===== src/rtl/clk_gate_ctrl.sv =====
// Multi-channel clock gating controller: each channel opens its gated clock on request and
// closes it after a programmable number of idle cycles, using a negedge enable for glitch-free
// gating.
module clk_gate_ctrl #(
  parameter int unsigned NUM_CH = 4,
  parameter int unsigned CNT_W  = 8
) (
  input  logic                             clk_i,
  input  logic                             rst_i,
  input  logic [NUM_CH-1:0]                req_i,
  input  logic [NUM_CH-1:0]                force_on_i,
  input  logic [CNT_W-1:0]                 idle_limit_i,
  output logic [NUM_CH-1:0]                clk_o,
  output logic [NUM_CH-1:0]                ack_o,
  output logic [$clog2(NUM_CH+1)-1:0]      on_cnt_o,
  output logic                             all_off_o
);

  localparam int unsigned OnCntW = $clog2(NUM_CH + 1);

  typedef enum logic [1:0] {
    StOff,
    StOn,
    StIdle
  } state_e;

  logic [NUM_CH-1:0] w_en;
  logic [NUM_CH-1:0] r_en_n;
  logic [OnCntW-1:0] w_on_cnt;

  for (genvar g = 0; g < NUM_CH; g++) begin : g_ch
    state_e           r_state_q;
    state_e           w_state_d;
    logic [CNT_W-1:0] r_cnt_q;
    logic [CNT_W-1:0] w_cnt_d;
    logic             w_req;

    assign w_req = req_i[g] | force_on_i[g];

    always_comb begin
      w_state_d = r_state_q;
      w_cnt_d   = r_cnt_q;
      case (r_state_q)
        StOff: begin
          if (w_req) w_state_d = StOn;
        end
        StOn: begin
          if (!w_req) begin
            if (idle_limit_i == '0) begin
              w_state_d = StOff;
            end else begin
              w_state_d = StIdle;
              w_cnt_d   = CNT_W'(1);
            end
          end
        end
        StIdle: begin
          // A request arriving in the same cycle the limit is reached keeps the gate open.
          if (w_req) begin
            w_state_d = StOn;
            w_cnt_d   = '0;
          end else if (r_cnt_q >= idle_limit_i) begin
            w_state_d = StOff;
            w_cnt_d   = '0;
          end else begin
            w_cnt_d = r_cnt_q + CNT_W'(1);
          end
        end
        default: begin
          w_state_d = StOff;
          w_cnt_d   = '0;
        end
      endcase
    end

    always_ff @(posedge clk_i) begin
      if (rst_i) begin
        r_state_q <= StOff;
        r_cnt_q   <= '0;
      end else begin
        r_state_q <= w_state_d;
        r_cnt_q   <= w_cnt_d;
      end
    end

    assign w_en[g] = (r_state_q != StOff);
  end

  // Enable moves only while clk_i is low, so the AND gate below cannot glitch.
  always_ff @(negedge clk_i) begin
    if (rst_i) begin
      r_en_n <= '0;
    end else begin
      r_en_n <= w_en;
    end
  end

  assign clk_o = r_en_n & {NUM_CH{clk_i}};
  assign ack_o = w_en;

  always_comb begin
    w_on_cnt = '0;
    for (int unsigned n = 0; n < NUM_CH; n++) begin
      w_on_cnt = w_on_cnt + OnCntW'(w_en[n]);
    end
  end

  assign on_cnt_o  = w_on_cnt;
  assign all_off_o = ~|w_en;

endmodule


===== config.mk =====
export PLATFORM = sky130hd
export DESIGN_NAME = clk_gate_ctrl
export DESIGN_NICKNAME = d
export VERILOG_FILES = /design/src/rtl/clk_gate_ctrl.sv
export SDC_FILE = /design/constraint.sdc
export NUM_CORES = 1
export LEC_CHECK = 0
export BUFFER_PORTS_ARGS = -buffer_cell sky130_fd_sc_hd__buf_2
export CORE_MARGIN = 10
export CORE_UTILIZATION = 30
export DETAILED_ROUTE_END_ITERATION = 10
export PLACE_DENSITY = 0.51
export SLEW_MARGIN = 0
export SYNTH_ARGS = -nofsm -noshare
export SYNTH_HDL_FRONTEND = slang
export SYNTH_SLANG_ARGS = --single-unit

===== constraint.sdc =====
create_clock -name clk_i -period 5.6 [get_ports clk_i]
set_input_delay 0.84 -clock clk_i [delete_from_list [all_inputs] [get_ports clk_i]]
set_output_delay 0.84 -clock clk_i [all_outputs]
set_load 0.05 [all_outputs]

Word level (Yosys, flattened, before mapping)
Index checks and enable logic that the tools add are counted.
{ "totals": {"register_bits": 44, "inputBits": 18, "word_cells": 110} }
{ "op_classes": {"n_addsub": 7, "n_lt_le_gt_ge": 4, "n_eq_ne": 24, "n_mux": 38, "bitwise": 9, "reduce_logical": 19} }
{ "ops": {"columns": ["op", "n"], "rows": [
  ["$mux W8", 13],
  ["$pmux W8 S3", 4],
  ["$mux W2", 17],
  ["$add A8 B1 Y8 const B", 4],
  ["$ge A8 B8 Y1", 4],
  ["$ne A2 B2 Y1 const B", 12],
  ["$pmux W2 S3", 4],
  ["$reduce_and A3 Y1", 8],
  ["$ne A3 B3 Y1 const B", 4],
  ["$eq A2 B1 Y1 const B", 4],
  ["$eq A2 B2 Y1 const B", 4],
  ["$logic_not A2 Y1", 4],
  ["$logic_not A8 Y1", 1],
  ["$reduce_bool A2 Y1", 4],
  ["$and A4 B4 Y4", 1],
  ["$not A1 Y1", 4],
  ["$or A1 B1 Y1", 4],
  ["$reduce_or A4 Y1", 1],
  ["$add A2 B1 Y3", 1],
  ["$add A3 B1 Y3", 1],
  ["$add A1 B1 Y2", 1],
  ["$logic_not A1 Y1", 1]
]} }

Logic depth before layout (Yosys ltp)
Gate-level depths: netlist (run 1).
{ "depth": {"word_depth": 4, "depth_mapped": 9, "ltp_nobuf": 8} }

==> results of run 1 <==
[metal layers]
layer	up-vias	global-route usage	part of all wire
met5	-	0	0
met4	0	0.0257	0.0037
met3	3	0.0410	0.053
met2	61	0.156	0.42
met1	1395	0.147	0.52
li1	1536	-	-
[how the worst max path moves through the flow]
| stage | start | to | slack (ps) | cells past startpoint |
|---|---|---|---|---|
| floorplan | rst_i | r_en_n[0] | 1110 | 4 |
| global placement | r_en_n[2] | clk_o[2] | 1330 | 2 |
| detailed placement | r_en_n[0] | clk_o[0] | 1330 | 2 |
| CTS | r_en_n[1] | clk_o[1] | 750 | 2 |
| global route | r_en_n[1] | clk_o[1] | 720 | 2 |
| finish | r_en_n[1] | clk_o[1] | 780 | 2 |
[registers in the layout, indices dropped and copies added, names as in the netlist]
| register | count |
|---|---|
| g_ch.r_cnt_q | 32 |
| r_en_n | 4 |
| g_ch.r_state_q | 8 |
[cell type report]
class | count | area (um^2)
repair buffers | 26 | 133
multi-input cells | 311 | 2250
clock buffers | 13 | 144
inverters | 38 | 143
clock inverters | 7 | 32.5
well taps | 140 | 175
flip-flops and latches | 44 | 881
fillers | 1158 | 7080
[worst max-delay path: cells and delay by family, from the launching register on]
kind                   cells  cell delay [ps]
flip-flops                 1              300
AND/OR/NAND/NOR            1              130
buffers and inverters      1              270
[logic make-up after synthesis]
kind of cell    after synthesis
simple gates                136
compound gates              118
fa+ha+maj                    56
buf+inv                      45
flops                        44
mux                           1
[power by group]
group / internal (mW) / switching [mW] / leakage (nW) / total (mW)
Sequential: 0.344 / 0.0252 / 0.357 / 0.370
Combinational: 0.185 / 0.469 / 1.23 / 0.654
Clock: 0.161 / 0.184 / 0.123 / 0.345
Total: 0.691 / 0.678 / 1.71 / 1.37
[synthesized netlist by cell type, drive strengths merged, types with 2 or more instances]
master | count | share of area
or4 | 8 | 0.020
buf | 3 | 0.0090
a31oi | 5 | 0.0094
and3 | 14 | 0.026
a22o | 16 | 0.042
a2111o | 4 | 0.014
and2 | 5 | 0.0094
nand2 | 32 | 0.036
nand3b | 2 | 0.0045
a41o | 3 | 0.0090
nand4b | 6 | 0.016
o21a | 4 | 0.0090
clkbuf | 3 | 0.0034
ha | 55 | 0.21
nand4 | 2 | 0.0038
nand3 | 9 | 0.014
or2 | 2 | 0.0053
nor3 | 7 | 0.011
nand2b | 6 | 0.011
a21oi | 34 | 0.052
nor2 | 24 | 0.029
dfxtp | 44 | 0.27
o21ai | 28 | 0.043
nor2b | 14 | 0.026
inv | 39 | 0.044
nor3b | 3 | 0.010
o211ai | 9 | 0.020
o22ai | 5 | 0.0094
a211oi | 4 | 0.0090
[per-stage QoR]
step | instance area [um^2] | setup WS, ps | total power [mW]
final | 3760 | 782 | 1.37
after global routing | 3760 | 724 | 1.47
after CTS | 3760 | 751 | 1.38
after detailed placement | 3610 | 1330 | 1.08
after global placement | 3610 | 1330 | 1.07
after floorplan | 3320 | 1110 | 0.944
==> flow_summary.yaml, run 1 <==
route:
  wire_per_inst_um: 15.1
  vias: 2995
  first_pass_iters: 4
  viasPerCell: 5.17
  drt_wl_total_mm: 8.73
  antenna_left: 0
  drtIter0Drc: 192
  drc: 0
sta:
  slew_viol_final: 0
  setup_viol: 0
  relSlewSlack: 0.599
  tightestPinTransition_ps: 601
  tns_ps: 0
  hold_slack_ps: 499
  finalHoldViolCount: 0
  fin_skew_ps: 77.6
  rsz0062_at_grt: "no"
finish:
  diodes: 0
  post-route-util: 0.347
  layout_commonest_cell: "ha_1"
  most-common-layout-cells: "ha_1, dfxtp_1, inv_1"
  syn_to_final_growth_pct: 13.2
  drive_above_1_share: 0.123
  fin_nets: 512
  final_cell_count_no_fill: 579
global_routing:
  gr-usage-all-layers: 0.108
  grt_overflow: 0
  grt_max_degree: 23
  grt_pass1_wl_mm: 14.1
  grt_pass1_vias: 2827
  grt_antenna_before_repair: 0
clocking:
  tritoncts: "done"
  clk_pin_slew_ps: 90
  cts_resized: 0
  clock_latency_ps: 480
  post_cts_buffers: 0
  holdBufCountCts: 0
synthesis:
  syn_nets: 474
  yosys.area_share.simple: 0.228
  synth_top_family_by_area: "compound AO/OA/AOI/OAI gates"
  ys_warn_count: 0
  avgSynthCellArea_um2: 8.31
  synth-compound-area-share: 0.235
  synth_adder_area_share: 0.213
  yosys_register_bits: 44
  synthXorXnorAreaFrac: 0
  synth_cell_types: 47
  dominantRegCellSynth: "dfxtp_1"
  syn_inst: 400
  synthMuxAreaShare: 0.00301
  netlist_area_mm2: 0.00332
  ys_seq_area_frac: 0.265
  ys_async_sr_fraction: 0
  synth_edf_count: 0
floorplan:
  die_h_um: 125
  core_area_mm2: 0.0108
  dieArea_mm2: 0.0157
  initial_utilization: 0.307
  ios: 30
  num_rows: 38
  die_x_um: 125
setup_path:
  worstReg2RegEnd: "r_en_n[0]"
  crit_path_top_delay_cell: "dfxtp_1"
  required_ps: 4760
  rr_worst_depth: 3
  crit_type: "flip-flop to output pin"
  regToRegStartpoint: "g_ch[0].r_state_q[0]"
  cp.arrival_ps: 3980
  cp_slowest_stage_delay_ps: 300
  rrSetupSlack_ps: 1960
  path_max_fanout: 1
  cp-end-kind: "output pin"
  cp-start-kind: "flip-flop"
  cp_cell_sequence: "and2_1 > buf_2"
hold_path:
  hp-class: "flip-flop to flip-flop"
  holdPathStages: 2
  min-delay-start: "g_ch[3].r_state_q[1]"
  hold_end: "g_ch[3].r_state_q[1]"
run:
  maxCapViolCount: 0
power_and_ir_drop:
  pwr_density_cell_mw_per_mm2: 364
  p_leak_nw: 1.71
  vdd_drop_max_v: 0.000636
place:
  dp_hpwl_mm: 6.57
  gp_congestion: 0.786
  portBuffers: 29
  placed_cells: 564
run_status:
  status: "completed"
No activity file was read; power rests on OpenSTA's default activity.
==> run 2, diff against run 1 <==
--- a/config.mk
+++ b/config.mk
@@ -11,5 +11,4 @@
 export DETAILED_ROUTE_END_ITERATION = 10
 export PLACE_DENSITY = 0.51
-export SLEW_MARGIN = 0
 export SYNTH_ARGS = -nofsm -noshare
 export SYNTH_HDL_FRONTEND = slang
==> constraint.sdc (replaced) <==
create_clock -name clk_i -period 5.6 [get_ports clk_i]
set_input_delay 0.84 -clock clk_i [delete_from_list [all_inputs] [get_ports clk_i]]
set_output_delay 0.84 -clock clk_i [all_outputs]
set_load 0.005 [all_outputs]
==> flow_summary.yaml, run 2 (synthesized netlist as in run 1, its figures left out) <==
run_status:
  status: "completed"
setup_path:
  crit_type: "flip-flop to output pin"
  cp.arrival_ps: 3880
  regToRegStartpoint: "g_ch[2].r_state_q[0]"
  rrSetupSlack_ps: 1950
  cp_slowest_stage_delay_ps: 290
  cp.depth: 2
  cp-start-kind: "flip-flop"
  path_max_fanout: 1
  crit_path_top_delay_cell: "dfxtp_1"
  required_ps: 4760
  worstReg2RegEnd: "r_en_n[2]"
  crit_family: "flip-flops"
  cp_cell_sequence: "and2_1 > buf_2"
  cp-end-kind: "output pin"
  path_buf_inv: 1
  rr_worst_depth: 3
floorplan:
  dieArea_mm2: 0.0157
  die_x_um: 125
  initial_utilization: 0.307
  ios: 30
  die_h_um: 125
  core_area_mm2: 0.0108
  num_rows: 38
global_routing:
  grt_pass1_vias: 2921
  use_met2: 0.160
  gr-usage-all-layers: 0.114
  grt_overflow: 0
  met1_usage: 0.155
  met3_usage: 0.0397
  grt_max_degree: 37
  grt_antenna_before_repair: 0
  busiest_layer: "met2"
  grt_pass1_wl_mm: 14.7
sta:
  finalHoldViolCount: 0
  rsz0062_at_grt: "no"
  tightestPinTransition_ps: 573
  tns_ps: 0
  fin_skew_ps: 76.3
  relSlewSlack: 0.618
  slew_viol_final: 0
  layout_setup_ws_ps: 885
  setup_viol: 0
finish:
  multiInputGateArea_mm2: 0.00225
  diodes: 0
  most-common-layout-cells: "ha_1, dfxtp_1, inv_1"
  seq_area_um2: 881
  largest_reg_flops: 32
  top_regs: "g_ch.r_cnt_q: 32 flops, g_ch.r_state_q: 8 flops, r_en_n: 4 flops"
  fin_nets: 512
  layout_commonest_cell: "ha_1"
  regMostFlops: "g_ch.r_cnt_q"
  drive_above_1_share: 0.123
  syn_to_final_growth_pct: 14.0
  post-route-util: 0.349
  fillers: 1157
place:
  portBuffers: 29
  dp_hpwl_mm: 6.65
  gp_congestion: 0.783
  pre_cts_slack_ps: 1430
hold_path:
  holdPathStages: 2
  hp-class: "flip-flop to flip-flop"
  min-delay-start: "g_ch[3].r_cnt_q[1]"
  hold_end: "g_ch[3].r_cnt_q[1]"
power_and_ir_drop:
  vdd_drop_max_v: 0.000209
  pwr_density_cell_mw_per_mm2: 319
  p_leak_nw: 1.72
  power.total_mw: 1.21
clocking:
  tritoncts: "done"
  clock_latency_ps: 490
  clk_pin_slew_ps: 100
  holdBufCountCts: 0
  post_cts_buffers: 0
  cts_resized: 0
run:
  maxCapViolCount: 0
route:
  drt_wl_total_mm: 8.83
  drtIter0Drc: 177
  wire_per_inst_um: 15.2
  viasPerCell: 5.19
  vias: 3003
  drc: 0
  antenna_left: 0
  first_pass_iters: 4
-- run 2: worst register-to-register path: stages, from the launching register on --
cell	delay [ps]
dfxtp_1	400
inv_1	80
ha_1	260
nor2_1	110
-- run 2: through the flow --
step / instance area [um^2] / hold slack, ps / std cells
after floorplan: 3320 / 461 / 400
after global placement: 3610 / 481 / 564
after detailed placement: 3610 / 486 / 564
after CTS: 3790 / 502 / 579
after global routing: 3790 / 539 / 579
final: 3790 / 502 / 579
-- run 2: routing by layer --
layer | routed length (um) | vias up
met5 | 0 | -
met2 | 3680 | 60
met1 | 4580 | 1385
met3 | 420 | 20
met4 | 139 | 0
li1 | - | 1538
-- run 2: how the worst max path moves through the flow --
stage	start	end	slack (ps)
after detailed placement	r_en_n[1]	clk_o[1]	1430
final	r_en_n[2]	clk_o[2]	880
after CTS	r_en_n[2]	clk_o[2]	860
after floorplan	rst_i	r_en_n[0]	1110
after global placement	r_en_n[3]	clk_o[3]	1440
after global routing	r_en_n[2]	clk_o[2]	840
-- run 2: power breakdown --
part           switching, mW  total, mW  internal, mW
sequential            0.0261      0.371         0.344
combinational          0.296      0.481         0.185
clock                  0.166      0.358         0.192
-- run 2: layout make-up --
cell class,instances,area share
inverter,38,0.0377
timing repair buffer,26,0.0350
sequential,44,0.233
clock buffer,14,0.0446
tap,140,0.0463
multi-input combinational,311,0.595
clock inverter,6,0.00859
